[src/rtl/calc_pkg.sv]
// Shared types and constants for the calculator display path.
package calc_pkg;

  // Conversion FSM: idle/accepting, double-dabble running, display load.
  typedef enum logic [1:0] {
    StIdle,
    StConv,
    StLoad
  } calc_state_e;

  localparam logic [3:0] BLANK_CODE = 4'hF;
  localparam int unsigned NUM_DIGITS = 4;

  // Magnitude of a signed byte as an unsigned byte; -128 maps to 128.
  function automatic logic [7:0] abs8(input logic [7:0] v);
    return v[7] ? (~v + 8'd1) : v;
  endfunction

endpackage

[src/rtl/calc_bin2bcd.sv]
// Sequential double-dabble converter: 8-bit magnitude to three BCD nibbles
// in exactly 8 shift cycles after start.
module calc_bin2bcd (
  input  logic        clk,
  input  logic        rst,
  input  logic        start_i,
  input  logic [7:0]  mag_i,
  output logic [11:0] bcd_o,
  output logic        done_o
);

  logic [7:0]  bin_q, bin_d;
  logic [11:0] bcd_q, bcd_d;
  logic [2:0]  cnt_q;
  logic        busy_q;
  logic [11:0] adj;
  logic [19:0] shifted;

  // Add-3 correction on every nibble >= 5, then shift the whole register left.
  always_comb begin
    adj = bcd_q;
    for (int i = 0; i < 3; i++) begin
      if (bcd_q[4*i +: 4] >= 4'd5) begin
        adj[4*i +: 4] = bcd_q[4*i +: 4] + 4'd3;
      end
    end
    shifted = {adj, bin_q} << 1;
    bcd_d   = shifted[19:8];
    bin_d   = shifted[7:0];
  end

  // Load on start, then run 8 shifts; busy drops with the last one.
  always_ff @(posedge clk or posedge rst) begin
    if (rst) begin
      bin_q  <= 8'd0;
      bcd_q  <= 12'd0;
      cnt_q  <= 3'd0;
      busy_q <= 1'b0;
    end else if (start_i) begin
      bin_q  <= mag_i;
      bcd_q  <= 12'd0;
      cnt_q  <= 3'd0;
      busy_q <= 1'b1;
    end else if (busy_q) begin
      bin_q <= bin_d;
      bcd_q <= bcd_d;
      cnt_q <= cnt_q + 3'd1;
      if (cnt_q == 3'd7) begin
        busy_q <= 1'b0;
      end
    end
  end

  // High during the cycle whose closing edge performs the 8th shift.
  assign done_o = busy_q && (cnt_q == 3'd7);
  assign bcd_o  = bcd_q;

endmodule

[src/rtl/calc_digit_scan.sv]
// Signed result to multiplexed 4-position seven-segment scan (sign, hundreds,
// tens, ones) with leading-zero blanking.
module calc_digit_scan
  import calc_pkg::*;
#(
  parameter int unsigned SCAN_DIV = 50000
) (
  input  logic       clk,
  input  logic       rst,
  input  logic       in_valid,
  input  logic [7:0] in_result,
  output logic       in_ready,
  output logic [3:0] anode,
  output logic [3:0] digit,
  output logic       neg
);

  localparam int unsigned IdxW = $clog2(NUM_DIGITS);
  localparam logic [15:0] ScanLast = 16'(SCAN_DIV - 1);

  calc_state_e     state_q;
  logic            in_ready_q;
  logic            sign_q;
  logic            disp_sign_q;
  logic [3:0]      disp_hun_q, disp_ten_q, disp_one_q;
  logic [15:0]     scan_cnt_q;
  logic [IdxW-1:0] scan_idx_q;
  logic            accept;
  logic [11:0]     bcd;
  logic            conv_done;
  logic            disp_nz;

  assign accept   = in_valid & in_ready_q;
  assign in_ready = in_ready_q;

  calc_bin2bcd u_bin2bcd (
    .clk     (clk),
    .rst     (rst),
    .start_i (accept),
    .mag_i   (abs8(in_result)),
    .bcd_o   (bcd),
    .done_o  (conv_done)
  );

  // Conversion FSM with registered ready and the display registers it loads.
  always_ff @(posedge clk or posedge rst) begin
    if (rst) begin
      state_q     <= StIdle;
      in_ready_q  <= 1'b1;
      sign_q      <= 1'b0;
      disp_sign_q <= 1'b0;
      disp_hun_q  <= 4'd0;
      disp_ten_q  <= 4'd0;
      disp_one_q  <= 4'd0;
    end else begin
      unique case (state_q)
        StIdle: begin
          if (accept) begin
            state_q    <= StConv;
            in_ready_q <= 1'b0;
            sign_q     <= in_result[7];
          end
        end
        StConv: begin
          if (conv_done) begin
            state_q <= StLoad;
          end
        end
        StLoad: begin
          // All four display registers change on the same edge.
          disp_sign_q <= sign_q;
          disp_hun_q  <= bcd[11:8];
          disp_ten_q  <= bcd[7:4];
          disp_one_q  <= bcd[3:0];
          state_q     <= StIdle;
          in_ready_q  <= 1'b1;
        end
        default: begin
          state_q    <= StIdle;
          in_ready_q <= 1'b1;
        end
      endcase
    end
  end

  // Free-running scan divider; each wrap moves to the next lower position.
  always_ff @(posedge clk or posedge rst) begin
    if (rst) begin
      scan_cnt_q <= 16'd0;
      scan_idx_q <= IdxW'(NUM_DIGITS - 1);
    end else if (scan_cnt_q == ScanLast) begin
      scan_cnt_q <= 16'd0;
      scan_idx_q <= scan_idx_q - IdxW'(1);
    end else begin
      scan_cnt_q <= scan_cnt_q + 16'd1;
    end
  end

  assign disp_nz = |{disp_hun_q, disp_ten_q, disp_one_q};

  // Position decode: one active-low anode, blanked BCD digit, sign flag.
  always_comb begin
    anode             = 4'b1111;
    digit             = BLANK_CODE;
    neg               = 1'b0;
    anode[scan_idx_q] = 1'b0;
    unique case (scan_idx_q)
      2'd3: neg = disp_sign_q && disp_nz;
      2'd2: digit = (disp_hun_q == 4'd0) ? BLANK_CODE : disp_hun_q;
      2'd1: digit = ((disp_hun_q == 4'd0) && (disp_ten_q == 4'd0)) ? BLANK_CODE : disp_ten_q;
      2'd0: digit = disp_one_q;
      default: digit = BLANK_CODE;
    endcase
  end

endmodule

[config.mk]
export PLATFORM = sky130hd
export DESIGN_NAME = calc_digit_scan
export DESIGN_NICKNAME = d
export VERILOG_FILES = /design/src/rtl/calc_pkg.sv /design/src/rtl/calc_bin2bcd.sv /design/src/rtl/calc_digit_scan.sv
export SDC_FILE = /design/constraint.sdc
export NUM_CORES = 1
export LEC_CHECK = 0
export BUFFER_PORTS_ARGS = -buffer_cell sky130_fd_sc_hd__clkbuf_2
export CAP_MARGIN = 15
export CORE_MARGIN = 8
export CORE_UTILIZATION = 50
export DETAILED_ROUTE_END_ITERATION = 7
export HOLD_SLACK_MARGIN = 0.02
export PLACE_DENSITY = 0.68
export SETUP_SLACK_MARGIN = 0.1
export SLEW_MARGIN = 30
export SYNTH_ARGS = -nofsm -noshare
export SYNTH_HDL_FRONTEND = slang
export SYNTH_SLANG_ARGS = --single-unit
[constraint.sdc]
create_clock -name clk -period 3.9 [get_ports clk]
set_input_delay 0.78 -clock clk [delete_from_list [all_inputs] [get_ports clk]]
set_output_delay 0.78 -clock clk [all_outputs]
set_load 0.05 [all_outputs]
==> flow_metrics.tcl <==
set metrics [dict create \
    yosysSeqAreaShare_pct 48.6 \
    crit_path_start_kind "flip-flop" \
    overflow 0 \
    peakVddDrop_v 0.000198 \
    clkSinkCount 59 \
    syn_avg_cell_area_sq_um 9.96 \
    die_h_um 94.1 \
    place_area_sq_um 3220 \
    crit_path_top_delay_cell "nor4_1" \
    crit_required_ns 3.12 \
    synth_top_cells_by_count "dfrtp_1, o21ai_0, a21oi_1, nand2_1, inv_1" \
    synthArstFlopShare_pct 100 \
    grt_pass1_vias 2165 \
    clk_latency_ns 0.33 \
    syn-num-nets 331 \
    antennaDiodeCount 0 \
    setup_violations 0 \
    htreeDepth 3 \
    post-route-period-util_pct 69.9 \
    finalNonFillerCells 409 \
    drv_cap 0 \
    hold_end "scan_cnt_q[15]" \
    met3_usage_pct 4.00 \
    status "finished, final reports clean" \
    vias_per_cell 5.43 \
    vias 2220 \
    ys_ff_latch 59 \
    grt_max_degree 38 \
    core_sq_um 5920 \
    startpoint "disp_hun_q[0]" \
    dp.cells 393 \
    critPathMaxStageDelay_ns 0.50 \
    ff2ff_setup_slack_ns 2.02 \
    synth_top_area_share_pct 46.0 \
    hold_viol_final 0 \
    yosysWarnings 0 \
    synth_edf_count 0 \
    powerDensity_nw_per_um2 360 \
    drive_above_1_share_pct 15.6 \
    first_pass_iters 4 \
    rr_endpoint "scan_idx_q[1]" \
    arrival_ns 1.95 \
    gr-usage-all-layers_pct 14.9 \
    cts_hold_buf 0 \
    end_kind "primary output" \
    root_buffer "clkbuf_8" \
    crit_chain "nor4_1, and2_1, o21ai_0, nand3_1, clkbuf_2" \
    drc 0 \
    yosysTopAreaCell "dfrtp_1" \
    finClkSkew_ns 0.00616 \
    p_leak_nw 1.58 \
    die_x_um 94.1 \
    cp_top_family "simple AND/OR/NAND/NOR gates" \
    cts_resized 0 \
    period_minus_slack_ns 2.73 \
    drtIter0Drc 70 \
    routabilityCongestion 0.795 \
    worstPathBufferInverterCount 1 \
    ios 21 \
    timing.fmax_mhz 367 \
    hold_path.class "flip-flop to flip-flop" \
    setup-tns-final_ns 0 \
    io_buffers 20 \
    routedWlPerCell_um 14.2 \
    cts_made_buffers 9 \
    final_nets 354 \
    grtUsageMet1_pct 19.5 \
    antenna_found_initial 0 \
    worstHoldPathCells 1 \
    post_cts_buffers 0 \
    synth-main-ff-cell "dfrtp_1" \
    initial_utilization_pct 51.5 \
    row_count 28 \
    worst-path-max-fanout 5 \
    grt_pass1_wl_um 10300 \
    path_clk_slew_ns 0.06 \
    worstHoldStart "scan_cnt_q[15]" \
    routed_wirelength_um 5820 \
    area_growth_pct 12.7 \
    rsz0062_at_grt "no" \
    dpl.hpwl_um 4090 \
    place_ws_ns 1.52 \
    maxSlewHeadroom_pct 42.5 \
    use_met2_pct 21.8 \
    final_area_sq_um 3430 \
    maxSlewViolCount 0 \
    tightest_slew_ns 0.863 \
    clk_path_buf_depth 2 \
    yosysMostFrequentCell "dfrtp_1" \
    ff2ff_path_depth 5 \
    synthCells 306 \
    netlist_top_cells_area "dfrtp_1, ha_1, o21ai_0" \
    crit_type "flip-flop to primary output" \
    cts_tree "built" \
    setup_ws_ns 1.17 \
    final_antenna_net_count 0 \
    netlist_area_sq_um 3050 \
    ys_types 43 \
    busiest_layer "met2" \
    die_area_sq_um 8850 \
    r2r_start "scan_cnt_q[0]" \
]
power breakdown:
| group | internal, mW | total [mW] | switching, mW |
|---|---|---|---|
| combinational | 0.00983 | 0.0313 | 0.0215 |
| clock | 0.366 | 0.594 | 0.228 |
| sequential | 0.612 | 0.612 | 0 |
metal layers:
layer,vias to the layer above,wire [um]
met2,31,2690
li1,1124,-
met3,11,203
met4,0,124
met5,-,0
met1,1054,2800
state kept, by name (all words and copies together) (netlist names), 3 cells and up:
signal,count
disp_hun_q,4
disp_one_q,4
disp_ten_q,4
scan_cnt_q,16
u_bin2bcd.bcd_o,12
u_bin2bcd.bin_q,8
u_bin2bcd.cnt_q,3
how the worst max path moves through the flow:
stage | cells after the start | slack [ns] | end
after detailed placement | 5 | 1.52 | digit[2]
after CTS | 5 | 1.16 | digit[2]
after global routing | 5 | 1.02 | digit[2]
after global placement | 5 | 1.58 | digit[0]
final | 5 | 1.17 | digit[1]
after floorplan | 3 | 1.54 | neg
cell usage in the layout (no fill, tap or decap), types with 2 or more instances in the layout:
cell / n
xor2_1: 6
and2_1: 2
buf_4: 2
and3_1: 4
clkbuf_8: 13
dfrtp_1: 56
clkbuf_2: 20
nand3_1: 15
mux2_2: 9
nor4_1: 5
a211oi_1: 7
nor3b_1: 2
xnor2_1: 15
nor2_1: 18
ha_1: 14
mux2i_1: 8
dfstp_2: 3
nand4_1: 8
nand2_1: 20
o21ai_1: 2
clkbuf_1: 2
nor3_1: 2
nor2b_1: 5
inv_1: 18
o21ai_0: 31
nand2b_1: 8
a21oi_1: 20
layout make-up:
type,count,area (sq um)
Multi-Input combinational cell,218,1460
Tap cell,75,93.8
Sequential cell,59,1480
Clock buffer,15,186
Fill cell,509,2490
Inverter,19,71.3
Timing Repair Buffer,22,115
Clock inverter,1,30.0
per-stage QoR:
step	utilization, %	hold WS [ns]	total power [mW]
floorplan	-	0.442	0.643
global placement	54.4	0.463	0.655
CTS	58.0	0.488	1.25
global route	58.0	0.512	1.29
finish	58.0	0.488	1.24
detailed placement	54.4	0.473	0.656
logic make-up after synthesis:
group	Yosys count	synth area share, %
XOR/XNOR	21	6.03
AND/OR/NAND/NOR	97	17.3
AO/OA/AOI/OAI	69	12.8
buffers and inverters	29	3.61
flip-flops	59	48.6
multiplexers	17	5.95
adder cells (fa/ha/maj)	14	5.75
Note: power is estimated with default switching activity, not from simulation.
